## src/rtl/keccak_msg_tx_pkg.sv

```systemverilog
// Shared widths, encodings and helpers for the keccak message transmitter.
package keccak_msg_tx_pkg;
  localparam int BW_DATA  = 64;
  localparam int BW_IBLEN = 11;
  localparam int BW_OBLEN = 10;
  localparam int BW_ADDR  = 8;
  localparam int BW_NW    = BW_ADDR + 1;  // NW can reach 256

  typedef enum logic [1:0] {
    MODE_SHA3_256 = 2'd0,
    MODE_SHA3_512 = 2'd1,
    MODE_SHAKE128 = 2'd2,
    MODE_SHAKE256 = 2'd3
  } kmode_e;

  typedef enum logic [2:0] {
    S_IDLE, S_CHECK, S_STREAM, S_WAIT_HI, S_WAIT_LO, S_FIN
  } tx_state_e;

  function automatic logic [BW_NW-1:0] nw_f(input logic [BW_IBLEN-1:0] len);
    logic [BW_IBLEN:0] t;
    t = {1'b0, len} + (BW_IBLEN+1)'(7);
    return t[BW_IBLEN:3];
  endfunction

  // Keeps the top rem bytes of a left-aligned partial word; rem==0 means full word.
  function automatic logic [BW_DATA-1:0] tail_mask_f(input logic [2:0] rem);
    if (rem == 3'd0) return '1;
    return ~({BW_DATA{1'b1}} >> {rem, 3'b000});
  endfunction
endpackage

```

## src/rtl/keccak_msg_tx_if.sv

```systemverilog
// Absorb-side bus between the message transmitter (master) and keccak (slave).
interface keccak_msg_tx_if;
  import keccak_msg_tx_pkg::*;
  logic [1:0]          o_mode;
  logic [BW_DATA-1:0]  o_ibytes;
  logic                o_ibytes_valid;
  logic [BW_IBLEN-1:0] o_ibytes_len;
  logic [BW_OBLEN-1:0] o_obytes_len;
  logic                i_ibytes_ready;
  logic                i_obytes_valid;

  modport master (
    output o_mode, o_ibytes, o_ibytes_valid, o_ibytes_len, o_obytes_len,
    input  i_ibytes_ready, i_obytes_valid
  );
  modport slave (
    input  o_mode, o_ibytes, o_ibytes_valid, o_ibytes_len, o_obytes_len,
    output i_ibytes_ready, i_obytes_valid
  );
endinterface

```

## src/rtl/keccak_msg_skid.sv

```systemverilog
// 2-entry skid buffer fed by a 1-cycle-latency memory; tracks the in-flight read as a credit.
module keccak_msg_skid
  import keccak_msg_tx_pkg::*;
#(
  parameter int BW = BW_DATA
) (
  input  logic          i_clk,
  input  logic          i_rstn,
  input  logic          issue_i,
  input  logic [BW-1:0] wr_data_i,
  output logic          rd_valid_o,
  output logic [BW-1:0] rd_data_o,
  input  logic          rd_ready_i,
  output logic          room_o
);
  logic          pend_q;
  logic [1:0]    cnt_q, cnt_d;
  logic [BW-1:0] buf0_q, buf1_q;
  logic          xfer, pop, push;

  // Arriving data bypasses straight to the output when the buffer is empty.
  always_comb begin
    rd_valid_o = (cnt_q != 2'd0) || pend_q;
    rd_data_o  = (cnt_q != 2'd0) ? buf0_q : (pend_q ? wr_data_i : '0);
    xfer       = rd_valid_o && rd_ready_i;
    pop        = xfer && (cnt_q != 2'd0);
    push       = pend_q && !(xfer && (cnt_q == 2'd0));
    cnt_d      = cnt_q + {1'b0, push} - {1'b0, pop};
    room_o     = (({1'b0, cnt_q} + {2'b0, pend_q}) - {2'b0, xfer}) < 3'd2;
  end

  always_ff @(posedge i_clk or negedge i_rstn) begin
    if (!i_rstn) begin
      pend_q <= 1'b0;
      cnt_q  <= 2'd0;
      buf0_q <= '0;
      buf1_q <= '0;
    end else begin
      pend_q <= issue_i;
      cnt_q  <= cnt_d;
      if (pop) begin
        buf0_q <= (cnt_q == 2'd2) ? buf1_q : wr_data_i;
      end else if (push) begin
        if (cnt_q == 2'd0) buf0_q <= wr_data_i;
        else               buf1_q <= wr_data_i;
      end
    end
  end
endmodule

```

## src/rtl/keccak_msg_tx.sv

```systemverilog
// Reads a message from word memory, streams it into keccak, then waits out the squeeze.
module keccak_msg_tx
  import keccak_msg_tx_pkg::*;
(
  input  logic                i_clk,
  input  logic                i_rstn,
  input  logic                i_start,
  input  logic [1:0]          i_mode,
  input  logic [BW_IBLEN-1:0] i_ibytes_len,
  input  logic [BW_OBLEN-1:0] i_obytes_len,
  output logic                o_busy,
  output logic                o_done,
  output logic                o_err,
  output logic                o_mem_ren,
  output logic [BW_ADDR-1:0]  o_mem_addr,
  input  logic [BW_DATA-1:0]  i_mem_rdata,
  keccak_msg_tx_if.master     kif
);
  tx_state_e           state_q, state_d;
  logic [1:0]          mode_q, mode_d;
  logic [BW_IBLEN-1:0] ilen_q, ilen_d;
  logic [BW_OBLEN-1:0] olen_q, olen_d;
  logic [BW_NW-1:0]    nw_q, nw_d, rd_cnt_q, rd_cnt_d, tx_cnt_q, tx_cnt_d;
  logic                err_q, err_d, last_q, last_d;
  logic                room, xfer, sk_valid;
  logic [BW_DATA-1:0]  sk_data, wr_data;

  assign wr_data = last_q ? (i_mem_rdata & tail_mask_f(ilen_q[2:0])) : i_mem_rdata;

  keccak_msg_skid #(.BW(BW_DATA)) u_skid (
    .i_clk      (i_clk),
    .i_rstn     (i_rstn),
    .issue_i    (o_mem_ren),
    .wr_data_i  (wr_data),
    .rd_valid_o (sk_valid),
    .rd_data_o  (sk_data),
    .rd_ready_i (kif.i_ibytes_ready),
    .room_o     (room)
  );

  assign kif.o_ibytes_valid = sk_valid;
  assign kif.o_ibytes       = sk_data;
  assign kif.o_mode         = mode_q;
  assign kif.o_ibytes_len   = ilen_q;
  assign kif.o_obytes_len   = olen_q;
  assign o_mem_addr         = rd_cnt_q[BW_ADDR-1:0];
  assign o_err              = o_done && err_q;
  assign xfer               = sk_valid && kif.i_ibytes_ready;

  always_comb begin
    state_d   = state_q;
    mode_d    = mode_q;
    ilen_d    = ilen_q;
    olen_d    = olen_q;
    nw_d      = nw_q;
    rd_cnt_d  = rd_cnt_q;
    tx_cnt_d  = tx_cnt_q;
    err_d     = err_q;
    o_busy    = 1'b0;
    o_done    = 1'b0;
    o_mem_ren = 1'b0;
    unique case (state_q)
      S_IDLE: if (i_start) begin
        mode_d   = i_mode;
        ilen_d   = i_ibytes_len;
        olen_d   = i_obytes_len;
        nw_d     = nw_f(i_ibytes_len);
        rd_cnt_d = '0;
        tx_cnt_d = '0;
        err_d    = 1'b0;
        state_d  = S_CHECK;
      end
      S_CHECK: begin
        o_busy    = 1'b1;
        o_mem_ren = (rd_cnt_q < nw_q) && room;
        if (nw_q == '0) begin
          err_d   = 1'b1;
          state_d = S_FIN;
        end else begin
          state_d = S_STREAM;
        end
      end
      S_STREAM: begin
        o_busy    = 1'b1;
        o_mem_ren = (rd_cnt_q < nw_q) && room;
        if (xfer) begin
          tx_cnt_d = tx_cnt_q + 1'b1;
          if (tx_cnt_q == nw_q - 1'b1) state_d = S_WAIT_HI;
        end
      end
      S_WAIT_HI: begin
        o_busy = 1'b1;
        if (kif.i_obytes_valid) state_d = S_WAIT_LO;
      end
      S_WAIT_LO: begin
        o_busy = 1'b1;
        if (!kif.i_obytes_valid) state_d = S_FIN;
      end
      S_FIN: begin
        o_done  = 1'b1;
        state_d = S_IDLE;
      end
      default: state_d = S_IDLE;
    endcase
    if (o_mem_ren) rd_cnt_d = rd_cnt_q + 1'b1;
    last_d = o_mem_ren && (rd_cnt_q == nw_q - 1'b1);
  end

  always_ff @(posedge i_clk or negedge i_rstn) begin
    if (!i_rstn) begin
      state_q  <= S_IDLE;
      mode_q   <= '0;
      ilen_q   <= '0;
      olen_q   <= '0;
      nw_q     <= '0;
      rd_cnt_q <= '0;
      tx_cnt_q <= '0;
      err_q    <= 1'b0;
      last_q   <= 1'b0;
    end else begin
      state_q  <= state_d;
      mode_q   <= mode_d;
      ilen_q   <= ilen_d;
      olen_q   <= olen_d;
      nw_q     <= nw_d;
      rd_cnt_q <= rd_cnt_d;
      tx_cnt_q <= tx_cnt_d;
      err_q    <= err_d;
      last_q   <= last_d;
    end
  end
endmodule

```

## src/flat_wrapper.sv

```systemverilog
// flat-port wrapper written by rule: the top's interface ports become plain ports
module keccak_msg_tx_flat import keccak_msg_tx_pkg::*;
  (i_clk, i_rstn, i_start, i_mode, i_ibytes_len, i_obytes_len, o_busy, o_done, o_err, o_mem_ren, o_mem_addr, i_mem_rdata, kif_o_mode, kif_o_ibytes, kif_o_ibytes_valid, kif_o_ibytes_len, kif_o_obytes_len, kif_i_ibytes_ready, kif_i_obytes_valid);
  keccak_msg_tx_if kif_i ();
  input  logic i_clk;
  input  logic i_rstn;
  input  logic i_start;
  input  logic [1:0] i_mode;
  input  logic [BW_IBLEN-1:0] i_ibytes_len;
  input  logic [BW_OBLEN-1:0] i_obytes_len;
  output logic o_busy;
  output logic o_done;
  output logic o_err;
  output logic o_mem_ren;
  output logic [BW_ADDR-1:0] o_mem_addr;
  input  logic [BW_DATA-1:0] i_mem_rdata;
  output wire logic [$bits(kif_i.o_mode)-1:0] kif_o_mode;
  output wire logic [$bits(kif_i.o_ibytes)-1:0] kif_o_ibytes;
  output wire logic [$bits(kif_i.o_ibytes_valid)-1:0] kif_o_ibytes_valid;
  output wire logic [$bits(kif_i.o_ibytes_len)-1:0] kif_o_ibytes_len;
  output wire logic [$bits(kif_i.o_obytes_len)-1:0] kif_o_obytes_len;
  input wire logic [$bits(kif_i.i_ibytes_ready)-1:0] kif_i_ibytes_ready;
  input wire logic [$bits(kif_i.i_obytes_valid)-1:0] kif_i_obytes_valid;
  assign kif_o_mode = kif_i.o_mode;
  assign kif_o_ibytes = kif_i.o_ibytes;
  assign kif_o_ibytes_valid = kif_i.o_ibytes_valid;
  assign kif_o_ibytes_len = kif_i.o_ibytes_len;
  assign kif_o_obytes_len = kif_i.o_obytes_len;
  assign kif_i.i_ibytes_ready = kif_i_ibytes_ready;
  assign kif_i.i_obytes_valid = kif_i_obytes_valid;
  keccak_msg_tx u_core (.i_clk(i_clk), .i_rstn(i_rstn), .i_start(i_start), .i_mode(i_mode), .i_ibytes_len(i_ibytes_len), .i_obytes_len(i_obytes_len), .o_busy(o_busy), .o_done(o_done), .o_err(o_err), .o_mem_ren(o_mem_ren), .o_mem_addr(o_mem_addr), .i_mem_rdata(i_mem_rdata), .kif(kif_i));
endmodule
```

## config.mk

```make
export PLATFORM = sky130hd
export DESIGN_NAME = keccak_msg_tx_flat
export DESIGN_NICKNAME = d
export VERILOG_FILES = /design/src/rtl/keccak_msg_tx_pkg.sv /design/src/rtl/keccak_msg_tx_if.sv /design/src/rtl/keccak_msg_skid.sv /design/src/rtl/keccak_msg_tx.sv /design/src/flat_wrapper.sv
export SDC_FILE = /design/constraint.sdc
export NUM_CORES = 1
export LEC_CHECK = 0
export BUFFER_PORTS_ARGS = -buffer_cell sky130_fd_sc_hd__buf_2
export CORE_UTILIZATION = 50
export CTS_CLUSTER_SIZE = 16
export DETAILED_ROUTE_END_ITERATION = 10
export MAX_ROUTING_LAYER = met4
export PLACE_DENSITY = 0.76
export SKIP_CTS_REPAIR_TIMING = 1
export SLEW_MARGIN = 10
export SYNTH_ARGS = -nofsm -noshare
export SYNTH_HDL_FRONTEND = slang
export SYNTH_SLANG_ARGS = --single-unit
```

## constraint.sdc

```tcl
create_clock -name i_clk -period 3.3 [get_ports i_clk]
set_clock_uncertainty 0.2 [all_clocks]
set_input_delay 0.495 -clock i_clk [delete_from_list [all_inputs] [get_ports i_clk]]
set_output_delay 0.495 -clock i_clk [all_outputs]
set_load 0.01 [all_outputs]
```

==> results of run 1 <==
cell families after synthesis:
group / Yosys count
buf+inv: 104
xor+xnor: 38
flops: 186
compound gates: 301
simple gates: 489
mux: 19
fa+ha+maj: 18
path summary, 6_finish.rpt:
check / start / endpoint / slack (ns) / cells after the start
min in group asynchronous: i_rstn / u_core.kif.o_obytes_len[7] / 0.42 / 2
worst max-delay path: u_core.u_skid.cnt_q[1] / o_mem_ren / -0.17 / 9
worst min register to register: u_core.u_skid.buf0_q[30] / u_core.u_skid.buf0_q[30] / 0.28 / 2
max in group asynchronous: i_rstn / u_core.u_skid.buf0_q[45] / 1.68 / 3
worst min-delay path: i_obytes_len[9] / u_core.kif.o_obytes_len[9] / 0.06 / 3
worst max register to register: u_core.u_skid.cnt_q[1] / u_core.rd_cnt_q[4] / 0.16 / 10
cell type report:
type / instances / area (um2) / share of cell area [%]
diodes: 1 / 2.50 / 0.0217
clock inverters: 13 / 136 / 1.18
clock buffers: 19 / 433 / 3.75
well taps: 260 / 325 / 2.82
repair buffers: 221 / 1260 / 11.0
inverters: 20 / 75.1 / 0.650
flip-flops and latches: 186 / 4650 / 40.3
multi-input cells: 865 / 4650 / 40.3
report_power, final:
group	switching, mW	internal (mW)
Sequential	0.720	3.28
Combinational	2.62	1.93
Clock	0.929	1.07
flip-flops by register name, indices dropped and copies added, names as in the netlist:
signal,cells
u_core.kif.o_ibytes_len,11
u_core.tx_cnt_q,9
u_core.state_q,3
u_core.u_skid.buf0_q,64
u_core.err_q,1
u_core.u_skid.pend_q,1
u_core.nw_q,9
u_core.u_skid.cnt_q,2
u_core.kif.o_mode,2
u_core.u_skid.buf1_q,64
u_core.rd_cnt_q,9
u_core.last_q,1
u_core.kif.o_obytes_len,10
critical path: stages, from the launching register on:
cell and delay [ns]:
dfrtp_1 0.38, or3_4 0.38, and2_4 0.15, ha_4 0.20, nand2b_4 0.14, fa_2 0.37
xnor2_2 0.15, nand4_1 0.26, nor2_4 0.21, buf_6 0.11
per-layer routing:
| layer | up-vias | wire length, um | GRT usage, % | share of wire [%] |
|---|---|---|---|---|
| met4 | 0 | 325 | 8.07 | 1.4 |
| met1 | 4002 | 11100 | 34.2 | 47 |
| met3 | 26 | 1230 | 4.04 | 5.2 |
| li1 | 4211 | - | - | - |
| met5 | - | 0 | - | 0 |
| met2 | 261 | 11200 | 40.3 | 47 |
cells in the final DEF, fill, tap and decap left out, drive strengths merged, types with 3 or more instances in the layout:
master    instances
a21oi            71
a221o             7
a22o             40
and2             10
and3              4
buf             219
clkbuf           20
clkinvlp          4
dfrtp           186
ha               17
inv              26
mux2             12
mux2i             7
nand2           328
nand2b            4
nand3            22
nand4             7
nor2             79
nor2b             6
nor3              6
nor4              7
o211ai            3
o21ai           159
o31ai             3
or2               3
or3               5
xnor2            24
xor2             14
metrics by stage:
stage | instances | TNS [ns]
finish | 1585 | -0.171
global route | 1585 | -0.257
CTS | 1581 | -0.271
detailed placement | 1549 | 0
global placement | 1549 | 0
floorplan | 1155 | 0
==> impl_metrics.py, run 1 <==
metrics = {
    "run_status": {
        "status": "finished with violations",
        "violations": "setup timing",
    },
    "grt": {
        "antenna_found_initial": 1,
        "grt_max_degree": 80,
        "grt_pass1_wl_um": 39400,
        "grt_pass1_vias": 8065,
        "overflow": 0,
        "grt_usage_pct": 25.7,
    },
    "clocking": {
        "htreeDepth": 4,
        "ctsRootBufferMaster": "clkbuf_16",
        "clk_pin_slew_ns": 0.07,
        "clock_latency_ns": 0.42,
        "cts_buffers": 17,
        "cts_buffer_depth": 2,
        "cts_sinks": 186,
        "cts_tree": "done",
    },
    "detailed_routing": {
        "drc_errors": 0,
        "firstDrtPassIters": 6,
        "viasPerCell": 5.36,
        "wirelength_um": 23800,
        "vias": 8500,
        "routedWlPerCell_um": 15.0,
        "ant_nets": 0,
        "drt_iter0_markers": 581,
    },
    "logic_synthesis": {
        "ys_top_cells_by_area": "dfrtp_1 (48%), nand2_1 (13%), o21ai_0 (8.2%)",
        "synthAdderAreaFrac_pct": 2.41,
        "ys.flop_type": "dfrtp_1",
        "synth_top_family_by_area": "simple AND/OR/NAND/NOR gates",
        "synth_edf_count": 0,
        "yosysWarnings": 0,
        "synth_compound_area_share_pct": 18.3,
        "synth_area_per_cell_um2": 8.37,
        "ys_ff_latch": 186,
        "synth_simple_gate_area_share_pct": 21.0,
        "yosysMostFrequentCell": "nand2_1",
        "synth_common_cells": "nand2_1 (328), dfrtp_1 (186), o21ai_0 (159)",
        "synth_area_um2": 9670,
        "synth_xor_area_share_pct": 3.44,
        "synthMuxAreaShare_pct": 2.12,
        "synth_top_area_cell": "dfrtp_1",
        "ys_seq_area_share_pct": 48.1,
        "ys_types": 58,
        "netlist.area_leader.share_pct": 48.1,
        "synthArstFlopShare_pct": 100,
        "synth_nets": 1265,
        "syn_inst": 1155,
    },
    "sta": {
        "rsz0062_at_grt": "yes",
        "fin_ws_ns": -0.171,
        "max_slew.worst_pin.slew_ns": 0.789,
        "slew-limit-headroom_pct": 47.4,
        "hold_slack_ns": 0.0584,
        "max_freq_ghz": 0.288,
        "period_share_pct": 105,
        "hold_viol": 0,
        "report.final.slew_viol_count": 0,
        "final.min_clock_period_ns": 3.47,
        "setup_viol": 1,
    },
    "floorplanning": {
        "pin_count": 192,
        "die_w_um": 141,
        "die_area_um2": 19900,
        "die_y_um": 141,
        "start_util_pct": 51.4,
        "num_rows": 50,
        "coreArea_um2": 18800,
    },
    "layout": {
        "final_area_um2": 11500,
        "syn_to_final_growth_pct": 19.4,
        "final_nets": 1421,
        "fin_util_pct": 61.3,
        "drive_above_1_share_pct": 21.5,
        "fill_cells": 1624,
    },
    "pwr": {
        "total_power_mw": 10.5,
        "ir_drop_mv": 0.568,
        "powerDensity_nw_per_um2": 913,
        "cellLeakagePower_nw": 5.73,
    },
    "critical_path": {
        "cp_data_arrival_time_ns": 2.78,
        "end_kind": "output port",
        "crit_required_ns": 2.60,
        "cp_max_fo": 4,
        "crit_type": "flip-flop to output port",
        "cp-start-kind": "flip-flop",
    },
    "placement": {
        "place_ws_ns": 0.121,
        "placed_area_um2": 10900,
        "dpl.hpwl_um": 16600,
        "gp_congestion": 0.909,
        "portBuffers": 191,
    },
    "job": {
        "max_cap_violations": 0,
    },
    "min_path": {
        "min_path_type": "input port to flip-flop",
    },
}
(Power assumes the default switching activity.)
==> inputs of run 2 (changes only) <==
SETUP_SLACK_MARGIN = 0.2   (was unset)
==> run 2 against run 1 <==
The run still ends with setup timing left. Wire length increased by 1.5%. Die area unchanged. Combinational power increased by 2%. First-iteration DRC count decreased by 27%. Sequential share of layout area decreased by 0.26 points. Power increased by 0.20%. Via count increased by 0.41%. Clock power decreased by 2%. Cell count increased by 0.25%. Maximum frequency increased by 1.4%. Critical endpoint unchanged. Highest routed layer unchanged.
==> impl_metrics.py, run 2 (same netlist as run 1, synthesis figures left out) <==
metrics = {
    "clocking": {
        "cts_tree": "done",
        "ctsRootBufferMaster": "clkbuf_16",
        "cts_sinks": 186,
        "clock_latency_ns": 0.43,
        "cts_buffers": 17,
        "clk_pin_slew_ns": 0.07,
        "cts_buffer_depth": 2,
        "htreeDepth": 4,
    },
    "run_status": {
        "violations": "setup timing",
        "status": "finished with violations",
    },
    "critical_path": {
        "critPathTopFamily": "simple AND/OR/NAND/NOR gates",
        "crit_end": "o_mem_ren",
        "cp_data_arrival_time_ns": 2.73,
        "end_kind": "output port",
        "cp_max_fo": 4,
        "slowest_stage": "fa_2",
        "startpoint": "u_core.u_skid.pend_q",
        "crit_chain": "or3_4 > and2_4 > ha_4 > nand2b_4 > fa_2 > nand4_1 > nor2_4 > buf_6",
        "rr_startpoint": "u_core.u_skid.pend_q",
        "r2r-end": "u_core.rd_cnt_q[4]",
        "crit_buf_inv": 1,
        "cp.depth": 8,
        "crit_type": "flip-flop to output port",
        "critPathMaxStageDelay_ns": 0.52,
        "cp-start-kind": "flip-flop",
        "crit_required_ns": 2.60,
        "r2r_setup_slack_ns": 0.28,
        "rr_worst_depth": 10,
    },
    "grt": {
        "antenna_found_initial": 1,
        "grt_pass1_wl_um": 39900,
        "grt_pass1_vias": 8065,
        "grt_max_degree": 66,
        "grt_usage_pct": 26.2,
        "overflow": 0,
    },
    "pwr": {
        "p_switching_mw": 4.28,
        "p_int_mw": 6.29,
        "powerDensity_nw_per_um2": 908,
        "cellLeakagePower_nw": 5.75,
        "p_comb_share_pct": 43.8,
        "p_clk_share_pct": 18.5,
        "swShare_pct": 40.5,
        "p_seq_share_pct": 37.8,
        "ir_drop_mv": 0.455,
    },
    "placement": {
        "gp_congestion": 0.878,
        "dpl.hpwl_um": 17000,
        "portBuffers": 191,
        "place_ws_ns": 0.254,
    },
    "sta": {
        "setup_tns_ns": -0.125,
        "slew-limit-headroom_pct": 40.8,
        "final.min_clock_period_ns": 3.42,
        "period_share_pct": 104,
        "max_freq_ghz": 0.292,
        "hold_viol": 0,
        "rsz0062_at_grt": "yes",
        "max_slew.worst_pin.slew_ns": 0.877,
        "setup_viol": 1,
        "report.final.slew_viol_count": 0,
        "fin_ws_ns": -0.125,
    },
    "detailed_routing": {
        "drt_iter0_markers": 426,
        "vias": 8535,
        "viasPerCell": 5.37,
        "ant_nets": 0,
        "routedWlPerCell_um": 15.2,
        "firstDrtPassIters": 5,
        "wirelength_um": 24100,
        "drc_errors": 0,
    },
    "layout": {
        "fill_cells": 1607,
        "drive_above_1_share_pct": 22.6,
        "final_common_cell": "nand2_1",
        "syn_to_final_growth_pct": 20.3,
        "layout_common_cells": "nand2_1 (327), buf_2 (189), dfrtp_1 (182)",
        "final_nets": 1426,
        "fin_util_pct": 61.8,
    },
    "floorplanning": {
        "start_util_pct": 51.4,
        "die_area_um2": 19900,
        "pin_count": 192,
        "die_y_um": 141,
        "die_w_um": 141,
        "coreArea_um2": 18800,
        "num_rows": 50,
    },
    "min_path": {
        "min_path_type": "input port to flip-flop",
    },
    "job": {
        "max_cap_violations": 0,
    },
}
-- run 2: changes by cell type in the layout (fill, tap and decap cells not counted), moves of 2 or more --
cell,previous run,this run
clkinv_2,1,3
nor4_4,0,2
dfrtp_1,186,182
a21oi_1,70,68
inv_6,2,4
nor2b_4,0,2
nor2b_2,2,0
dfrtp_2,0,4
a21oi_2,0,2
nor4_1,7,4
inv_8,4,0
buf_4,23,27
-- run 2: per-stage QoR --
| stage | cell area, um2 | total power [mW] | hold slack [ns] | instances |
|---|---|---|---|---|
| 5_1_grt | 11600 | 11.4 | 0.0429 | 1589 |
| 6_report | 11600 | 10.6 | 0.0474 | 1589 |
| 4_1_cts | 11500 | 10.5 | -0.149 | 1581 |
| 3_5_place_dp | 10900 | 8.54 | 0.260 | 1550 |
| 2_1_floorplan | 9720 | 6.96 | -0.000591 | 1155 |
| 3_3_place_gp | 10900 | 8.37 | 0.256 | 1550 |
-- run 2: worst register-to-register path: cells and delay by family (launching register included) --
family | cells | cell delay [ns]
compound gates | 1 | 0.14
buf+inv | 2 | 0.36
simple gates | 5 | 1.15
fa+ha+maj | 2 | 0.72
flops | 1 | 0.39
-- run 2: worst min path at each step --
stage	start	to	slack, ns	depth (start not counted)
after global placement	u_core.kif.o_obytes_len[6]	u_core.kif.o_obytes_len[6]	0.26	2
final	i_obytes_len[3]	u_core.kif.o_obytes_len[3]	0.05	3
after floorplan	i_rstn	u_core.err_q	-0.0006	0
after global routing	i_obytes_len[7]	u_core.kif.o_obytes_len[7]	0.04	3
after CTS	i_rstn	u_core.u_skid.buf0_q[33]	-0.15	1
after detailed placement	u_core.kif.o_ibytes_len[6]	u_core.kif.o_ibytes_len[6]	0.26	2
-- run 2: final cells by class --
| type | instances | area (um2) | area share (%) |
|---|---|---|---|
| clock buffer | 18 | 429 | 3.69 |
| sequential | 186 | 4660 | 40.1 |
| timing repair buffer | 226 | 1310 | 11.3 |
| tap | 260 | 325 | 2.80 |
| multi-input combinational | 865 | 4710 | 40.5 |
| antenna | 1 | 2.50 | 0.0215 |
| clock inverter | 13 | 119 | 1.02 |
| inverter | 20 | 75.1 | 0.646 |
-- run 2: per-layer routing --
metal	GRT usage, %	vias up	part of all wire [%]
li1	-	4227	-
met1	34.6	4036	46
met2	40.8	236	47
met3	4.55	36	5.1
met4	8.98	0	1.9
met5	-	-	0
-- run 2: power by group through the flow --
stage / Combinational [mW] / Clock [mW] / Sequential (mW)
finish: 4.63 / 1.95 / 3.99
global route: 5.21 / 2.08 / 4.11
CTS: 4.53 / 1.98 / 3.98
detailed placement: 4.53 / 0 / 4.01
global placement: 4.40 / 0 / 3.97
floorplan: 3.15 / 0 / 3.82
==> inputs of run 3 (changes only) <==
BUFFER_PORTS_ARGS = -buffer_cell sky130_fd_sc_hd__clkbuf_2   (was -buffer_cell sky130_fd_sc_hd__buf_2)
==> run 3 against run 2 <==
Non-clock buffer count fell by 3. The flow still finishes with violations (setup timing). Flip-flop and latch count did not move. Critical path depth did not move. Critical endpoint unchanged. Critical path type unchanged. Register-to-register slack got worse by 0.14 ns. Worst setup slack got worse by 0.024 ns. First-iteration DRC count fell by 5.9%. Power rose by 0.99%.
==> impl_metrics.py, run 3 (same netlist as run 1, synthesis figures left out) <==
metrics = {
    "clocking": {
        "clk_pin_slew_ns": 0.07,
        "htreeDepth": 4,
        "ctsRootBufferMaster": "clkbuf_16",
        "cts_sinks": 186,
        "cts_buffer_depth": 2,
        "cts_tree": "done",
        "clock_latency_ns": 0.43,
        "cts_buffers": 17,
    },
    "detailed_routing": {
        "routedWlPerCell_um": 15.2,
        "wl_met1_um": 10900,
        "wl_met3_um": 1330,
        "vias": 8531,
        "viasPerCell": 5.38,
        "drt_iter0_markers": 401,
        "firstDrtPassIters": 7,
        "dr_wl_met2_um": 11400,
        "ant_nets": 0,
        "wirelength_um": 24100,
        "drc_errors": 0,
        "top_layer": "met4",
    },
    "grt": {
        "grt_usage_pct": 26.0,
        "grt_pass1_wl_um": 39500,
        "grt_max_degree": 85,
        "overflow": 0,
        "antenna_found_initial": 0,
        "grt_pass1_vias": 8075,
    },
    "layout": {
        "layout_common_cells": "nand2_1 (327), clkbuf_2 (189), dfrtp_1 (182)",
        "multiInputGateArea_um2": 4740,
        "final_area_um2": 11700,
        "fill_cells": 1617,
        "fin_util_pct": 61.9,
        "seq_area_um2": 4660,
        "final_nets": 1423,
        "stdcell_count": 1586,
        "final_common_cell": "nand2_1",
        "antenna_cells": 0,
        "syn_to_final_growth_pct": 20.5,
        "drive_above_1_share_pct": 22.7,
    },
    "sta": {
        "final.min_clock_period_ns": 3.45,
        "setup_tns_ns": -0.149,
        "hold_viol": 0,
        "fin_ws_ns": -0.149,
        "setup_viol": 1,
        "slew-limit-headroom_pct": 43.7,
        "hold_slack_ns": 0.0471,
        "period_share_pct": 105,
        "report.final.slew_viol_count": 0,
        "max_slew.worst_pin.slew_ns": 0.843,
        "rsz0062_at_grt": "yes",
        "max_freq_ghz": 0.290,
    },
    "pwr": {
        "p_int_mw": 6.29,
        "p_switching_mw": 4.38,
        "ir_drop_mv": 0.499,
        "cellLeakagePower_nw": 5.76,
        "powerDensity_nw_per_um2": 915,
        "swShare_pct": 41.0,
        "p_seq_share_pct": 37.5,
        "p_comb_share_pct": 43.8,
        "p_clk_share_pct": 18.7,
    },
    "placement": {
        "gp_congestion": 0.880,
        "portBuffers": 191,
        "dpl.hpwl_um": 16800,
        "placed_area_um2": 10900,
        "post-place-cells": 1548,
    },
    "critical_path": {
        "crit_required_ns": 2.60,
        "cp_max_fo": 6,
        "cp_data_arrival_time_ns": 2.75,
        "cp-start-kind": "flip-flop",
        "end_kind": "output port",
        "crit_type": "flip-flop to output port",
    },
    "run_status": {
        "status": "finished with violations",
        "violations": "setup timing",
    },
    "min_path": {
        "min_path_type": "input port to flip-flop",
    },
    "floorplanning": {
        "start_util_pct": 51.4,
        "die_area_um2": 19900,
        "coreArea_um2": 18800,
        "die_w_um": 141,
        "die_y_um": 141,
        "pin_count": 192,
        "num_rows": 50,
    },
    "job": {
        "max_cap_violations": 0,
    },
}
==> run 3: cell count changes in the layout (fill, tap and decap cells not counted), sizes merged, moves of 3 or more <==
cell      before  now
clkbuf        18  208
buf          225   33
inv           24   27
clkinvlp       4    1
==> run 3: area by class of cell <==
type	instances	share of cell area, %
clock buffer	19	3.89
sequential	186	40.0
tap	260	2.79
multi-input combinational	865	40.7
inverter	20	0.666
clock inverter	13	1.08
timing repair buffer	223	10.9
==> run 3: final timing paths <==
check / endpoint / startpoint / cells after the start / slack [ns]
hold / removal: u_core.kif.o_mode[0] / i_mode[0] / 3 / 0.05
min in group asynchronous: u_core.u_skid.buf0_q[38] / i_rstn / 2 / 0.43
setup / recovery: o_mem_ren / u_core.u_skid.cnt_q[0] / 8 / -0.15
hold reg to reg: u_core.u_skid.buf0_q[20] / u_core.u_skid.buf0_q[20] / 2 / 0.28
max in group asynchronous: u_core.u_skid.buf1_q[48] / i_rstn / 3 / 1.71
setup reg to reg: u_core.rd_cnt_q[4] / u_core.u_skid.cnt_q[0] / 11 / 0.14
==> run 3: critical path, cell delays in order (launching register included) <==
cell and delay, ns:
dfrtp_2 0.43, or3_4 0.33, and2_4 0.15, ha_4 0.20, nand2b_4 0.13, fa_2 0.52, nand4_1 0.24, nor2_4 0.20
buf_6 0.11
==> run 3: metal layers <==
| layer | up-vias | track usage [%] |
|---|---|---|
| li1 | 4227 | - |
| met1 | 4001 | 33.2 |
| met2 | 257 | 41.2 |
| met3 | 46 | 4.38 |
| met4 | 0 | 10.4 |
| met5 | - | - |
==> run 3: power groups by stage <==
| stage | registers (mW) | logic [mW] | clock network (mW) |
|---|---|---|---|
| floorplan | 3.82 | 3.15 | 0 |
| global placement | 3.97 | 4.38 | 0 |
| detailed placement | 4.01 | 4.50 | 0 |
| CTS | 3.99 | 4.51 | 2.03 |
| global route | 4.13 | 5.25 | 2.12 |
| finish | 4.00 | 4.67 | 1.99 |
==> run 3: metrics by stage <==
stage                     power (mW)  worst slack (ns)
final                           10.7            -0.149
after global routing            11.5            -0.218
after CTS                       10.5            -0.251
after detailed placement        8.52             0.210
after global placement          8.35             0.264
after floorplan                 6.96            0.0556
